--- src/rtl/video_led_frame_ctl_if.sv ---
// Command port between host requesters and the LED frame controller.
interface video_led_frame_ctl_if;
    logic       cmd_valid;
    logic       cmd_ready;
    logic [1:0] cmd_op;
    logic [4:0] cmd_idx;

    modport master (output cmd_valid, output cmd_op, output cmd_idx, input  cmd_ready);
    modport slave  (input  cmd_valid, input  cmd_op, input  cmd_idx, output cmd_ready);
endinterface

--- src/rtl/video_led_frame_ctl.sv ---
// Frame-synchronous LED vector controller: queued per-LED commands, tear-free commit
// on the end-of-active pulse, and a frame-counted blink scheduler.
module video_led_frame_ctl #(
    parameter int unsigned C_FIFO_DEPTH   = 4,
    parameter int unsigned C_BLINK_FRAMES = 30,
    parameter int unsigned C_LED_N        = 18
) (
    input  logic                 CK_i,
    input  logic                 XARST_i,
    input  logic                 CK_EE_i,
    input  logic                 RST_i,
    input  logic                 FRAME_i,
    video_led_frame_ctl_if.slave cmd,
    output logic [C_LED_N-1:0]   LEDs_ON_o,
    output logic                 BLINK_PH_o,
    output logic [4:0]           FIFO_LVLs_o,
    output logic                 ERR_o,
    output logic                 COMMIT_o
);
    localparam int unsigned AW = $clog2(C_FIFO_DEPTH);
    localparam int unsigned LW = 5;
    localparam int unsigned IW = 5;
    localparam int unsigned FW = 8;

    typedef enum logic [1:0] {S_IDLE, S_APPLY, S_COMMIT} state_t;
    typedef struct packed {
        logic [1:0]    op;
        logic [IW-1:0] idx;
    } cmd_t;

    state_t             state, state_nxt;
    cmd_t               mem [C_FIFO_DEPTH];
    logic [AW-1:0]      wr_ptr, rd_ptr;
    logic [C_LED_N-1:0] work, blen;
    logic [FW-1:0]      fctr;
    logic               frame_pend;

    logic               ready_c, push_c, pop_c, frame_c, commit_c;
    logic               idx_ok_c, wrap_c, ph_nxt_c;
    logic [LW-1:0]      lvl_nxt_c;
    cmd_t               head_c;
    logic [C_LED_N-1:0] mask_c, leds_nxt_c;

    // FIFO handshake; ready is a direct decode of the registered level
    assign ready_c       = (FIFO_LVLs_o != LW'(C_FIFO_DEPTH));
    assign cmd.cmd_ready = ready_c;
    assign push_c        = CK_EE_i & cmd.cmd_valid & ready_c;
    assign pop_c         = CK_EE_i & (state == S_APPLY) & (FIFO_LVLs_o != '0);
    assign lvl_nxt_c     = FIFO_LVLs_o + LW'(push_c) - LW'(pop_c);
    assign frame_c       = CK_EE_i & (FRAME_i | frame_pend);

    // Head-of-queue decode; an out-of-range index yields an empty mask
    assign head_c   = mem[rd_ptr];
    assign idx_ok_c = (32'(head_c.idx) < C_LED_N);
    assign mask_c   = idx_ok_c ? ({{(C_LED_N-1){1'b0}}, 1'b1} << head_c.idx) : '0;

    // Blink phase used by the commit is the post-update phase
    assign wrap_c     = (fctr == FW'(C_BLINK_FRAMES - 1));
    assign ph_nxt_c   = BLINK_PH_o ^ wrap_c;
    assign leds_nxt_c = work & ~(blen & {C_LED_N{ph_nxt_c}});

    always_comb begin
        state_nxt = state;
        commit_c  = 1'b0;
        case (state)
            S_IDLE: begin
                if (frame_c)                  state_nxt = S_COMMIT;
                else if (FIFO_LVLs_o != '0)   state_nxt = S_APPLY;
            end
            S_APPLY: begin
                if (frame_c)                  state_nxt = S_COMMIT;
                else if (lvl_nxt_c != '0)     state_nxt = S_APPLY;
                else                          state_nxt = S_IDLE;
            end
            S_COMMIT: begin
                commit_c  = CK_EE_i;
                state_nxt = (lvl_nxt_c != '0) ? S_APPLY : S_IDLE;
            end
            default: state_nxt = S_IDLE;
        endcase
    end

    always_ff @(posedge CK_i or negedge XARST_i) begin
        if (!XARST_i) begin
            state <= S_IDLE;
        end else if (CK_EE_i) begin
            state <= RST_i ? S_IDLE : state_nxt;
        end
    end

    // Queue storage needs no reset: pointers and level define validity
    always_ff @(posedge CK_i) begin
        if (push_c) mem[wr_ptr] <= {cmd.cmd_op, cmd.cmd_idx};
    end

    always_ff @(posedge CK_i or negedge XARST_i) begin
        if (!XARST_i) begin
            wr_ptr      <= '0;
            rd_ptr      <= '0;
            FIFO_LVLs_o <= '0;
            work        <= '0;
            blen        <= '0;
            fctr        <= '0;
            frame_pend  <= 1'b0;
            LEDs_ON_o   <= '0;
            BLINK_PH_o  <= 1'b0;
            ERR_o       <= 1'b0;
            COMMIT_o    <= 1'b0;
        end else if (CK_EE_i) begin
            if (RST_i) begin
                wr_ptr      <= '0;
                rd_ptr      <= '0;
                FIFO_LVLs_o <= '0;
                work        <= '0;
                blen        <= '0;
                fctr        <= '0;
                frame_pend  <= 1'b0;
                LEDs_ON_o   <= '0;
                BLINK_PH_o  <= 1'b0;
                ERR_o       <= 1'b0;
                COMMIT_o    <= 1'b0;
            end else begin
                FIFO_LVLs_o <= lvl_nxt_c;
                COMMIT_o    <= commit_c;
                // A frame landing during a commit is held for one cycle
                frame_pend  <= (state == S_COMMIT) & FRAME_i;
                if (push_c) wr_ptr <= wr_ptr + AW'(1);
                if (pop_c) begin
                    rd_ptr <= rd_ptr + AW'(1);
                    if (!idx_ok_c) ERR_o <= 1'b1;
                    case (head_c.op)
                        2'd0:    work <= work & ~mask_c;
                        2'd1:    work <= work | mask_c;
                        2'd2:    work <= work ^ mask_c;
                        default: blen <= blen ^ mask_c;
                    endcase
                end
                if (commit_c) begin
                    LEDs_ON_o  <= leds_nxt_c;
                    BLINK_PH_o <= ph_nxt_c;
                    fctr       <= wrap_c ? '0 : fctr + FW'(1);
                end
            end
        end
    end
endmodule

--- src/flat_wrapper.sv ---
// flat-port wrapper written by rule: the top's interface ports become plain ports
module video_led_frame_ctl_flat 
#(
    parameter int unsigned C_FIFO_DEPTH   = 4,
    parameter int unsigned C_BLINK_FRAMES = 30,
    parameter int unsigned C_LED_N        = 18
)
  (CK_i, XARST_i, CK_EE_i, RST_i, FRAME_i, LEDs_ON_o, BLINK_PH_o, FIFO_LVLs_o, ERR_o, COMMIT_o, cmd_cmd_valid, cmd_cmd_op, cmd_cmd_idx, cmd_cmd_ready);
  video_led_frame_ctl_if cmd_i ();
  input  logic CK_i;
  input  logic XARST_i;
  input  logic CK_EE_i;
  input  logic RST_i;
  input  logic FRAME_i;
  output logic [C_LED_N-1:0] LEDs_ON_o;
  output logic BLINK_PH_o;
  output logic [4:0] FIFO_LVLs_o;
  output logic ERR_o;
  output logic COMMIT_o;
  input wire logic [$bits(cmd_i.cmd_valid)-1:0] cmd_cmd_valid;
  input wire logic [$bits(cmd_i.cmd_op)-1:0] cmd_cmd_op;
  input wire logic [$bits(cmd_i.cmd_idx)-1:0] cmd_cmd_idx;
  output wire logic [$bits(cmd_i.cmd_ready)-1:0] cmd_cmd_ready;
  assign cmd_i.cmd_valid = cmd_cmd_valid;
  assign cmd_i.cmd_op = cmd_cmd_op;
  assign cmd_i.cmd_idx = cmd_cmd_idx;
  assign cmd_cmd_ready = cmd_i.cmd_ready;
  video_led_frame_ctl #(.C_FIFO_DEPTH(C_FIFO_DEPTH), .C_BLINK_FRAMES(C_BLINK_FRAMES), .C_LED_N(C_LED_N)) u_core (.CK_i(CK_i), .XARST_i(XARST_i), .CK_EE_i(CK_EE_i), .RST_i(RST_i), .FRAME_i(FRAME_i), .cmd(cmd_i), .LEDs_ON_o(LEDs_ON_o), .BLINK_PH_o(BLINK_PH_o), .FIFO_LVLs_o(FIFO_LVLs_o), .ERR_o(ERR_o), .COMMIT_o(COMMIT_o));
endmodule
--- config.mk ---
export PLATFORM = sky130hd
export DESIGN_NAME = video_led_frame_ctl_flat
export DESIGN_NICKNAME = d
export VERILOG_FILES = /design/src/rtl/video_led_frame_ctl_if.sv /design/src/rtl/video_led_frame_ctl.sv /design/src/flat_wrapper.sv
export SDC_FILE = /design/constraint.sdc
export NUM_CORES = 1
export LEC_CHECK = 0
export BUFFER_PORTS_ARGS = -buffer_cell sky130_fd_sc_hd__buf_2
export CAP_MARGIN = 20
export CORE_MARGIN = 1.5
export CORE_UTILIZATION = 50
export CTS_BUF_LIST = sky130_fd_sc_hd__clkbuf_4
export DETAILED_ROUTE_END_ITERATION = 8
export GPL_TIMING_DRIVEN = 0
export PLACE_DENSITY = 0.79
export SKIP_LAST_GASP = 1
export SLEW_MARGIN = 20
export SYNTH_ARGS = -nofsm -noshare
export SYNTH_HDL_FRONTEND = slang
export SYNTH_SLANG_ARGS = --single-unit
--- constraint.sdc ---
create_clock -name CK_i -period 8.6 [get_ports CK_i]
set_clock_uncertainty 0.15 [all_clocks]
set_input_delay 1.29 -clock CK_i [delete_from_list [all_inputs] [get_ports CK_i]]
set_output_delay 1.29 -clock CK_i [all_outputs]
set_load 0.03 [all_outputs]
==> flow_metrics.env <==
export IMPL_maxCapViolations=0
export IMPL_ys_types=52
export IMPL_numCtsBuffers=9
export IMPL_max_freq_ghz=0.2719
export IMPL_crit_fanout=5
export IMPL_grt_pass1_vias=4499
export IMPL_tightest_slew_ns=0.8045
export IMPL_cts_setup_buffers=0
export IMPL_vias_per_cell=5.822
export IMPL_avgRoutedWirePerCell_um=17.45
export IMPL_fin_util_pct=56.63
export IMPL_firstDrtPassIters=9
export IMPL_ios=40
export IMPL_seqCellArea_um2=2768
export IMPL_cellLeakagePower_uw=0.002760
export IMPL_status="finished with violations"
export IMPL_dr_total_vias=4413
export IMPL_numClockSinks=105
export IMPL_multiInputGateArea_um2=2888
export IMPL_start_util_pct=51.81
export IMPL_async_flop_share_pct=73.33
export IMPL_final_setup_viol_count=0
export IMPL_yosysTopAreaCell="dfrtp_1"
export IMPL_p_per_area_nw_per_um2=249.4
export IMPL_dp_cells=741
export IMPL_hold_path_class="flip-flop to flip-flop"
export IMPL_ant_nets=0
export IMPL_yosysWarnings=0
export IMPL_critPathLaunchType="flip-flop"
export IMPL_end_kind="flip-flop"
export IMPL_violations="DRC"
export IMPL_hold_viol=0
export IMPL_clkPwrFrac_pct=16.7
export IMPL_cts_resized=0
export IMPL_place_gp_congestion=0.8507
export IMPL_switching_share_pct=41.06
export IMPL_syn2layout_area_growth_pct=9.289
export IMPL_post_route_period_util_pct=42.76
export IMPL_fin_hold_ws_ns=0.3544
export IMPL_num_rows=39
export IMPL_final_common_cell="nand2_1"
export IMPL_ys_ff_latch=105
export IMPL_cts_tree="done"
export IMPL_tns_ns=0
export IMPL_p_switching_uw=667.9
export IMPL_path_clk_slew_ns=0.16
export IMPL_clk_latency_ns=0.51
export IMPL_synth_top_area_share_pct=32.29
export IMPL_slew_violations=0
export IMPL_drt_iter0_drc=431
export IMPL_synth_cells=558
export IMPL_synth_flop_cell="dfrtp_1"
export IMPL_fp_dieW_um=112.2
export IMPL_numPortBuffers=39
export IMPL_grt_setup_unrepaired="no"
export IMPL_ctsHoldBuffers=0
export IMPL_drt_total_wl_mm=13.23
export IMPL_cts_buffer_depth=2
export IMPL_slew_headroom_pct=46.01
export IMPL_critPathArrivalTime_ns=3.93
export IMPL_cp_required_ns=8.85
export IMPL_p_int_uw=958.7
export IMPL_cts_root_buf="clkbuf_4"
export IMPL_antenna_found_initial=1
export IMPL_synth_edf_count=28
export IMPL_synthesis_area_um2=5967
export IMPL_synth_seq_area_share_pct=46.38
export IMPL_final_cells=758
export IMPL_die_area_um2=12600
export IMPL_synth_area_leaders="dfrtp_1, edfxtp_1, ha_1"
export IMPL_grt_usage_pct=22.31
export IMPL_grt_ovfl_total=0
export IMPL_hpwl_mm=9.537
export IMPL_drc=2
export IMPL_criticalPathCategory="flip-flop to flip-flop"
export IMPL_ir_worst_vdd_v=0.0001672
export IMPL_comb_power_share_pct=43.8
export IMPL_syn_num_nets=624
export IMPL_p_seq_share_pct=39.5
export IMPL_nNetsFinal=675
export IMPL_drive_above_1_share_pct=17.75
export IMPL_rrSetupSlack_ns=4.92
export IMPL_core_area_um2=11520
export IMPL_filler_cell_count=999
export IMPL_die_y_um=112.2
export IMPL_h_tree_depth=3
export IMPL_min_period_ns=3.678
export IMPL_grt_pass1_wl_mm=21.88
export IMPL_layout_common_cells="nand2_1, dfrtp_1, ha_1, nor2_1, buf_2"
export IMPL_grt_max_degree=49
export IMPL_syn_avg_cell_area_um2=10.69
-- critical path, cell delays in order, from the launching register on --
cell      delay, ns
dfrtp_1        0.45
inv_1          0.12
ha_1           0.15
or4b_4         0.47
and3_1         0.19
buf_6          0.13
ha_1           0.26
inv_1          0.07
ha_1           0.17
inv_1          0.06
fa_1           0.39
nand2b_1       0.17
a21oi_1        0.25
nor3_1         0.09
or2_2          0.28
a22o_1         0.20
-- cell usage after synthesis (4+ instances only) --
master,count
nor2b_1,8
o21ai_0,12
nand2_1,83
nand2b_1,21
a311oi_1,18
xor2_1,20
dfrtp_1,77
and2_1,5
clkbuf_1,20
a32o_1,18
ha_1,52
edfxtp_1,28
mux4_2,7
o31ai_1,6
nor2_1,47
o21ai_2,17
a21oi_1,4
nand3_1,19
buf_6,7
buf_2,6
inv_1,32
-- power groups by stage --
| stage | Clock [µW] | Combinational (µW) | Sequential (µW) |
|---|---|---|---|
| CTS | 279 | 709 | 641 |
| global placement | 0 | 665 | 646 |
| detailed placement | 0 | 707 | 652 |
| global route | 299 | 783 | 651 |
| finish | 272 | 712 | 643 |
| floorplan | 0 | 505 | 667 |
-- layer usage --
metal | routed length, µm | track usage, % | up-vias
met4 | 320 | 8.692 | 0
met3 | 614 | 5.778 | 29
met5 | 0 | 0 | -
li1 | - | - | 2048
met2 | 6546 | 36.32 | 129
met1 | 5743 | 28.80 | 2207
-- metrics by stage --
step | power (µW) | instance area [µm²] | setup slack, ns
after CTS | 1630 | 6519 | 4.934
after global placement | 1311 | 6341 | 4.763
final | 1627 | 6521 | 4.922
after floorplan | 1172 | 5967 | 5.027
after global routing | 1734 | 6521 | 4.726
after detailed placement | 1359 | 6371 | 4.680
-- cells by family after synthesis --
group	count (synthesis)	share of synthesized area, %
fa+ha+maj	53	11.24
simple gates	210	17.89
buf+inv	66	5.221
compound gates	92	12.41
flops	105	46.38
mux	7	2.642
xor+xnor	25	4.215
-- sequential cells by signal (all words and copies together) (netlist names), 2 cells and up --
| register | cells |
|---|---|
| u_core.state | 2 |
| u_core.fctr | 8 |
| u_core.blen | 18 |
| u_core.rd_ptr | 2 |
| u_core.FIFO_LVLs_o | 5 |
| u_core.wr_ptr | 2 |
| u_core.LEDs_ON_o | 18 |
| u_core.work | 18 |
| u_core.mem | 28 |
-- cell type report --
cell class	count	share of cell area, %
antenna	1	0.03837
buffer	34	2.936
clock buffer	10	1.151
clock inverter	6	1.113
inverter	32	1.842
multi-input combinational	387	44.28
sequential	105	42.44
tap	143	2.744
timing repair buffer	40	3.454
-- final timing paths --
path                                             from                     to  cells past startpoint
worst max register to register  u_core.FIFO_LVLs_o[3]  u_core.FIFO_LVLs_o[4]                     15
worst min-delay path              u_core.LEDs_ON_o[1]    u_core.LEDs_ON_o[1]                      1
max in group asynchronous                     XARST_i    u_core.LEDs_ON_o[7]                      2
min in group asynchronous                     XARST_i  u_core.FIFO_LVLs_o[2]                      1
worst min register to register    u_core.LEDs_ON_o[1]    u_core.LEDs_ON_o[1]                      1
worst max-delay path            u_core.FIFO_LVLs_o[3]  u_core.FIFO_LVLs_o[4]                     15
Note: power is estimated with default switching activity, not from simulation.
